### src/rtl/clock_time_ctrl_pkg.sv
// Shared definitions for the clock timekeeping sequencer: mode encodings,
// field moduli/maxima and the 24 h -> 12 h display mapping.
package clock_time_ctrl_pkg;

   localparam int FIELD_W  = 6;
   localparam int HOUR12_W = 4;

   localparam int HOURS_PER_DAY_DEF = 24;
   localparam int MIN_PER_HOUR_DEF  = 60;
   localparam int SEC_PER_MIN_DEF   = 60;

   localparam int HOUR_MAX = HOURS_PER_DAY_DEF - 1;
   localparam int MIN_MAX  = MIN_PER_HOUR_DEF - 1;
   localparam int SEC_MAX  = SEC_PER_MIN_DEF - 1;

   typedef enum logic [1:0] {
      MODE_RUN     = 2'd0,
      MODE_SET_HR  = 2'd1,
      MODE_SET_MIN = 2'd2,
      MODE_SET_SEC = 2'd3
   } mode_t;

   // 0 -> 12, 1..12 unchanged, 13..23 -> hour-12
   function automatic logic [HOUR12_W-1:0] to_hour12(input logic [FIELD_W-1:0] h);
      logic [FIELD_W-1:0] tmp;
      tmp = h - FIELD_W'(12);
      if (h == '0)
         return HOUR12_W'(12);
      else if (h <= FIELD_W'(12))
         return h[HOUR12_W-1:0];
      else
         return tmp[HOUR12_W-1:0];
   endfunction

endpackage

### src/rtl/clock_time_ctrl_mod_counter.sv
// Modulo-MOD up counter used for the second, minute and hour fields.
//   clk, reset : clock, async active-low reset (value -> 0)
//   clr        : synchronous clear, has priority over inc
//   inc        : advance by one, wrapping to 0 after MOD-1
//   value      : registered count
//   wrap       : count is at (or beyond) its terminal value, i.e. the next
//                inc wraps; the controller gates it with its own inc
module mod_counter #(
   parameter int WIDTH = 6,
   parameter int MOD   = 60
) (
   input  logic             clk,
   input  logic             reset,
   input  logic             clr,
   input  logic             inc,
   output logic [WIDTH-1:0] value,
   output logic             wrap
);

   localparam logic [WIDTH-1:0] MAXV = WIDTH'(MOD - 1);

   // out-of-range values behave as the maximum so they wrap to 0 next inc
   assign wrap = (value >= MAXV);

   always_ff @(posedge clk or negedge reset) begin
      if (!reset)
         value <= '0;
      else if (clr)
         value <= '0;
      else if (inc)
         value <= wrap ? '0 : value + WIDTH'(1);
   end

endmodule

### src/rtl/clock_time_ctrl.sv
// Timekeeping sequencer: owns hour/minute/second, steps them on tick_1hz in
// RUN, and walks a button-driven SET flow (hour, minute, seconds-clear).
//   clk, reset : clock, async active-low reset
//   tick_1hz   : one-clk pulse per second
//   btn_mode   : advance mode (wins over btn_up in the same cycle)
//   btn_up     : increment selected field / clear seconds
//   hour/minute/second : registered time, 24 h
//   hour12     : registered 12 h display hour (1..12)
//   mode       : current mode (mode_t encoding)
//   blink      : field-blink enable, 0 in RUN
//   day_wrap   : one-clk pulse on 23:59:59 -> 00:00:00 in RUN
//
// state        | meaning
// MODE_RUN     | time advances on tick_1hz, btn_up ignored
// MODE_SET_HR  | time halted, btn_up increments hour (no carry)
// MODE_SET_MIN | time halted, btn_up increments minute (no carry)
// MODE_SET_SEC | time halted, btn_up clears second
module clock_time_ctrl
   import clock_time_ctrl_pkg::*;
#(
   parameter int HOURS_PER_DAY = HOURS_PER_DAY_DEF,
   parameter int MIN_PER_HOUR  = MIN_PER_HOUR_DEF,
   parameter int SEC_PER_MIN   = SEC_PER_MIN_DEF
) (
   input  logic                clk,
   input  logic                reset,
   input  logic                tick_1hz,
   input  logic                btn_mode,
   input  logic                btn_up,
   output logic [FIELD_W-1:0]  hour,
   output logic [FIELD_W-1:0]  minute,
   output logic [FIELD_W-1:0]  second,
   output logic [HOUR12_W-1:0] hour12,
   output logic [1:0]          mode,
   output logic                blink,
   output logic                day_wrap
);

   mode_t state, state_nxt;
   logic  sec_inc, sec_clr, min_inc, hour_inc;
   logic  sec_wrap, min_wrap, hour_wrap;
   logic  blink_nxt;
   logic  day_wrap_nxt;
   logic [FIELD_W-1:0] hour_nxt;

   always_ff @(posedge clk or negedge reset) begin
      if (!reset)
         state <= MODE_RUN;
      else
         state <= state_nxt;
   end

   always_comb begin
      state_nxt    = state;
      sec_inc      = 1'b0;
      sec_clr      = 1'b0;
      min_inc      = 1'b0;
      hour_inc     = 1'b0;
      day_wrap_nxt = 1'b0;
      case (state)
         MODE_RUN: begin
            // a mode press does not swallow a coincident tick
            sec_inc      = tick_1hz;
            min_inc      = tick_1hz && sec_wrap;
            hour_inc     = tick_1hz && sec_wrap && min_wrap;
            day_wrap_nxt = tick_1hz && sec_wrap && min_wrap && hour_wrap;
            if (btn_mode)
               state_nxt = MODE_SET_HR;
         end
         MODE_SET_HR: begin
            if (btn_mode)
               state_nxt = MODE_SET_MIN;
            else
               hour_inc = btn_up;
         end
         MODE_SET_MIN: begin
            if (btn_mode)
               state_nxt = MODE_SET_SEC;
            else
               min_inc = btn_up;
         end
         MODE_SET_SEC: begin
            if (btn_mode)
               state_nxt = MODE_RUN;
            else
               sec_clr = btn_up;
         end
         default: state_nxt = MODE_RUN;
      endcase

      if (state_nxt == MODE_RUN)
         blink_nxt = 1'b0;
      else if (state_nxt != state)
         blink_nxt = 1'b1;
      else if (tick_1hz)
         blink_nxt = ~blink;
      else
         blink_nxt = blink;

      // mirrors the hour counter's update so hour12 lands in the same cycle
      if (hour_inc)
         hour_nxt = hour_wrap ? '0 : hour + FIELD_W'(1);
      else
         hour_nxt = hour;
   end

   mod_counter #(.WIDTH(FIELD_W), .MOD(SEC_PER_MIN)) u_sec (
      .clk   (clk),
      .reset (reset),
      .clr   (sec_clr),
      .inc   (sec_inc),
      .value (second),
      .wrap  (sec_wrap)
   );

   mod_counter #(.WIDTH(FIELD_W), .MOD(MIN_PER_HOUR)) u_min (
      .clk   (clk),
      .reset (reset),
      .clr   (1'b0),
      .inc   (min_inc),
      .value (minute),
      .wrap  (min_wrap)
   );

   mod_counter #(.WIDTH(FIELD_W), .MOD(HOURS_PER_DAY)) u_hour (
      .clk   (clk),
      .reset (reset),
      .clr   (1'b0),
      .inc   (hour_inc),
      .value (hour),
      .wrap  (hour_wrap)
   );

   always_ff @(posedge clk or negedge reset) begin
      if (!reset) begin
         blink    <= 1'b0;
         day_wrap <= 1'b0;
         hour12   <= HOUR12_W'(12);
      end else begin
         blink    <= blink_nxt;
         day_wrap <= day_wrap_nxt;
         hour12   <= to_hour12(hour_nxt);
      end
   end

   assign mode = state;

endmodule

### config.mk
export PLATFORM = sky130hd
export DESIGN_NAME = clock_time_ctrl
export DESIGN_NICKNAME = d
export VERILOG_FILES = /design/src/rtl/clock_time_ctrl_pkg.sv /design/src/rtl/clock_time_ctrl_mod_counter.sv /design/src/rtl/clock_time_ctrl.sv
export SDC_FILE = /design/constraint.sdc
export NUM_CORES = 1
export LEC_CHECK = 0
export CORE_MARGIN = 2
export CORE_UTILIZATION = 60
export DETAILED_ROUTE_END_ITERATION = 8
export DONT_BUFFER_PORTS = 1
export PLACE_DENSITY = 0.76
export RECOVER_POWER = 100
export SLEW_MARGIN = 25
export SYNTH_ARGS = -nofsm -noshare
export SYNTH_HDL_FRONTEND = slang
export SYNTH_SLANG_ARGS = --single-unit
### constraint.sdc
create_clock -name clk -period 6.1 [get_ports clk]
set_input_delay 1.22 -clock clk [delete_from_list [all_inputs] [get_ports clk]]
set_output_delay 1.22 -clock clk [all_outputs]
set_load 0.01 [all_outputs]
# Yosys cells after proc, flatten, opt, wreduce, memory -nomap -nowiden
# Index checks and enable logic that the tools add are counted.
# W data, S select, Z words.
# classes
n_addsub	4
n_mul	0
div_mod_pow	0
magnitude_cmp	4
n_eq_ne	4
n_shift	0
muxes	22
bitwise	1
n_reduce_logical	8
# op_table
operator	n
$mux W6	6
$add A6 B1 Y6 const B	3
$ge A6 B6 Y1 const B	2
$mux W2	4
$mux W4	2
$pmux W2 S4	1
$mux W1	7
$ge A6 B5 Y1 const B	1
$le A6 B4 Y1 const B	1
$logic_not A6 Y1	1
$eq A2 B2 Y1 const B	2
$logic_not A2 Y1	2
$pmux W1 S2	2
$sub A4 B4 Y4 const B	1
$logic_and A1 B1 Y1	3
$reduce_bool A3 Y1	1
$eq A2 B1 Y1 const B	1
$ne A2 B2 Y1	1
$reduce_bool A2 Y1	1
$not A1 Y1	1
# totals
register_bits	26
latch_bits	0
ramBits	0
mem_bits_ro	0
in_bits	5
output_inout_bits	26
n_memories	0

# Logic depth before layout (Yosys ltp)
# logic_depth
ltp_word	8
ltp_mapped	13
depth_no_buf	11

# Cells and area by module
# A second synthesis with hierarchy kept.
# hier_totals
hier_cells	172
hier_area_um2	1671.6
# by_module_without_submodules
module	n_inst	cells_each	area_per_inst_um2	seq_area_each_um2
mod_counter at u_min ...	2	34	341.6	150.1
clock_time_ctrl	1	68	634.4	202.7
mod_counter at u_hour	1	36	354.1	150.1

# Worst setup path before layout
# No wires, ideal clock.
# synth_path
kind	input to register
start	input port tick_1hz
end	register hour12[2]
setup_ps	82
arrival_ps	3444
path_slack_ps	2574
cell_stages	12
n_path_buf	2
path_cell_list	or3b_1 > buf_2 > o31a_1 > buf_6 > o21ai_0 > and2_1 > inv_1 > ha_1 > a211oi_1 > o22ai_1 > a21oi_1 > mux2_2
# synth_via
elab_chain_len	7
word_cells_on_any_way	9
cone_classes	1 x add/sub; 1 x order compare; 4 x mux; 3 x reduce/logical
# synth_rtl
item	line_no	text
start: declaration	clock_time_ctrl.sv:27	input logic tick_1hz,
$logic_and A1 B1 Y1 * (2 in series)	clock_time_ctrl.sv:65	hour_inc = tick_1hz && sec_wrap && min_wrap;
$pmux W1 S2 *	clock_time_ctrl.sv:60	case (state)
$mux W6 *	--	
named net hour_nxt[3]	clock_time_ctrl.sv:44	logic [FIELD_W-1:0] hour_nxt;
$le A6 B4 Y1	clock_time_ctrl_pkg.sv:29	else if (h <= FIELD_W'(12))
$mux W4	clock_time_ctrl_pkg.sv:29	
$mux W4 *	clock_time_ctrl_pkg.sv:27	if (h == '0)
end signal: assignment	clock_time_ctrl.sv:142	hour12 <= to_hour12(hour_nxt);
end: declaration	clock_time_ctrl.sv:33	output logic [HOUR12_W-1:0] hour12,
# Mark *: on every way through the listed nets, which the timed path passes. The rest lies on a longest branch.
# A chain may end at the register's enable or synchronous reset.

# Worst setup path in the final report
# layout_path
start	input port tick_1hz
end	register hour12[2]
# layout_via
elab_chain_len	7
word_cells_on_any_way	9
cone_classes	1 x add/sub; 1 x order compare; 4 x mux; 3 x reduce/logical
# layout_rtl
item	line_no
$logic_and A1 B1 Y1 * (2 in series)	clock_time_ctrl.sv:65
$pmux W1 S2 *	clock_time_ctrl.sv:60
$mux W6 *	--
named net hour_nxt[2]	clock_time_ctrl.sv:44
$le A6 B4 Y1 / $sub A4 B4 Y4 (equally long branches)	clock_time_ctrl_pkg.sv:29, clock_time_ctrl_pkg.sv:26
$mux W4	clock_time_ctrl_pkg.sv:29
$mux W4 *	clock_time_ctrl_pkg.sv:27
# Marked as above.

==> impl_metrics.json <==
{
  "status": "completed",
  "yosysSeqAreaShare_pct": 44.8,
  "grt_pass1_wl_mm": 5.06,
  "fin_crit_ns": 3.48,
  "finalHoldViolations": 0,
  "cts_setup_buffers": 0,
  "syn-cell-area_mm2": 0.00146,
  "portBuffers": 0,
  "start_kind": "primary input",
  "cts-root-buf": "clkbuf_4",
  "ioPinCount": 31,
  "grt_pass1_vias": 1139,
  "pwr-share-clk_pct": 11.0,
  "fin_crit_sh_pct": 57.1,
  "reg2reg_from": "u_sec.value[0]$_DFFE_PN0P_",
  "rsz0062_at_grt": "false",
  "start_util_pct": 64.7,
  "sequentialPowerShare_pct": 55.1,
  "fin_area_mm2": 0.00147,
  "cpMaxStageDelayCell": "or3b_1",
  "relSlewSlack_pct": 53.5,
  "grtUsageTotal_pct": 24.1,
  "setup_tns_ns": 0,
  "gr-total-overflow": 0,
  "htree_levels": 1,
  "dr.pass1.iters": 4,
  "synthCells": 152,
  "ant_nets": 0,
  "dpl_cell_area_mm2": 0.00145,
  "core-area_mm2": 0.00225,
  "wl_mm": 2.91,
  "power_switching_uw": 290,
  "drc": 0,
  "maxSlewViolCount": 0,
  "nets": 160,
  "dpl_worst_slack_ns": 2.36,
  "yosys_register_bits": 26,
  "drt-initial-drc-count": 16,
  "cp.required_ns": 6.35,
  "ctsResizeCount": 0,
  "finalSetupViolations": 0,
  "yosysWarnings": 0,
  "crit_family": "compound AO/OA/AOI/OAI gates",
  "whs_ns": 0.577,
  "clk_latency_ns": 0.31,
  "crit_chain": "or3b_1, o31a_1, o21ai_0, o31a_1, inv_1, ha_1, a211oi_1, o22ai_1, a21oi_1, mux2_2",
  "die_h_um": 53.3,
  "rows": 17,
  "power.leakage_nw": 0.633,
  "layout-drive-gt1-share_pct": 6.71,
  "worstSetupStartpoint": "tick_1hz",
  "antennaDiodeCount": 0,
  "synth_edf_count": 0,
  "worstSetupEndpointType": "flop",
  "clock_skew_ns": 0.0133,
  "synthToLayoutAreaGrowth_pct": 0.773,
  "p_per_area_mw_per_mm2": 446,
  "path_clk_slew_ns": 0.14,
  "irDropWorstVdd_mv": 0.278,
  "internal_power_uw": 365,
  "async_reset_ff_share_pct": 100,
  "synth.avg_cell_area_um2": 9.59,
  "nFillCells": 204,
  "die_w_um": 53.3,
  "syn_nets": 162,
  "antenna_found_initial": 0,
  "path_common_cell": "o31a_1",
  "cpPeakStageDelay_ns": 0.44,
  "dieArea_mm2": 0.00284,
  "post-dp-hpwl_mm": 2.15,
  "avgViaCountPerCell": 6.60,
  "worst_slew_pin_slew_ns": 0.697,
  "synthDistinctLibCells": 47,
  "cts_hold_buf": 0,
  "arrival_ns": 3.73,
  "cts_buffers": 3,
  "synthFlopType": "dfrtp_1",
  "routabilityCongestion": 0.826,
  "power.switching_fraction_pct": 44.3,
  "maxCapViolCount": 0,
  "critPathMaxFanout": 10,
  "combPwrFrac_pct": 33.9,
  "vias": 1168,
  "clock_sinks": 26,
  "wire_per_inst_um": 16.5,
  "clock_path_buffers": 2,
  "worst_slack_ns": 2.62,
  "path_class": "primary input to flop",
  "grt_max_degree": 27,
  "hold_class": "primary input to asynchronous set/reset pin",
  "max_freq_ghz": 0.287,
  "cts_tree": "yes",
  "critPathBufInv": 1
}
-- final cells by class --
| class | instances | area [µm²] | area share, % |
|---|---|---|---|
| Clock buffer | 4 | 26.3 | 1.79 |
| Multi-Input combinational cell | 116 | 743 | 50.6 |
| Sequential cell | 26 | 653 | 44.5 |
| Tap cell | 28 | 35.0 | 2.39 |
| Inverter | 3 | 11.3 | 0.767 |
-- power by group through the flow --
stage                     combinational [mW]  sequential, mW  clock [mW]
after floorplan                        0.210           0.333           0
after global placement                 0.213           0.365           0
after detailed placement               0.222           0.368           0
after CTS                              0.223           0.364      0.0764
after global routing                   0.257           0.375      0.0840
final                                  0.222           0.361      0.0721
-- metal layers --
metal	vias up	GRT usage, %	routed length [µm]
met1	578	31.4	1300
li1	551	-	-
met4	0	10.3	34
met3	4	5.65	168
met5	-	0	0
met2	35	37.9	1410
-- cells in the mapped netlist, types with 2 or more instances --
cell type  count  area share, %
a211oi_1       2            1.0
a21o_1         2            1.0
a21oi_1        7            2.4
and2_1         6            2.6
and3_1         2           0.86
buf_2          2           0.69
buf_6          2            1.5
clkbuf_1       3           0.77
dfrtp_1       24             41
dfstp_2        2            3.6
ha_1           5            4.3
inv_1          3           0.77
mux2_2         2            1.5
nand2_1       21            5.4
nand2b_1       3            1.3
nand3_1        8            2.7
nand4b_1       3            1.8
nor2_1         6            1.5
nor3_1         2           0.69
o21ai_0       14            4.8
o311ai_0       2            1.2
o31a_1         2            1.2
o31ai_1        3            1.5
xnor2_1        2            1.2
xor2_1         2            1.2
-- sequential cells by signal (all words and copies together), names as in the netlist --
name	flops
u_sec.value	6
mode	2
u_hour.value	6
blink	1
u_min.value	6
day_wrap	1
hour12	4
-- path summary, 6_finish.rpt --
check	endpoint	slack (ns)	depth (start not counted)
setup / recovery	hour12[2]$_DFF_PN1_	2.62	10
hold / removal	u_hour.value[0]$_DFF_PN0_	0.58	0
setup reg to reg	hour12[2]$_DFF_PN1_	2.70	11
hold reg to reg	u_min.value[1]$_DFFE_PN0P_	0.62	2
max in group asynchronous	hour12[2]$_DFF_PN1_	5.34	0
min in group clk	u_min.value[1]$_DFFE_PN0P_	0.62	2
-- through the flow --
stage	power, mW	instances	utilization [%]
finish	0.655	177	65.1
global route	0.716	177	65.1
CTS	0.664	177	65.4
detailed placement	0.590	173	64.3
global placement	0.578	173	64.3
floorplan	0.543	152	-
-- cells in the final DEF, fill, tap and decap left out, drive strengths merged, types with 3 or more instances in the layout --
master and instances:
nand2 21, dfrtp 24, o31ai 4, o21ai 15, nand4b 3, clkbuf 4
ha 5, a21oi 7, nand2b 3, nand3 8, nor2 6, inv 3
and2 6
-- kinds of logic after synthesis --
| family | synth area share [%] |
|---|---|
| and+or+nand+nor | 21.2 |
| AOI/OAI and AO/OA | 21.3 |
| DFF | 44.8 |
| buffers and inverters | 3.78 |
| adders and majority gates | 4.29 |
| xor gates and xnor gates | 2.40 |
| muxes | 2.23 |
No activity file was read; power rests on OpenSTA's default activity.
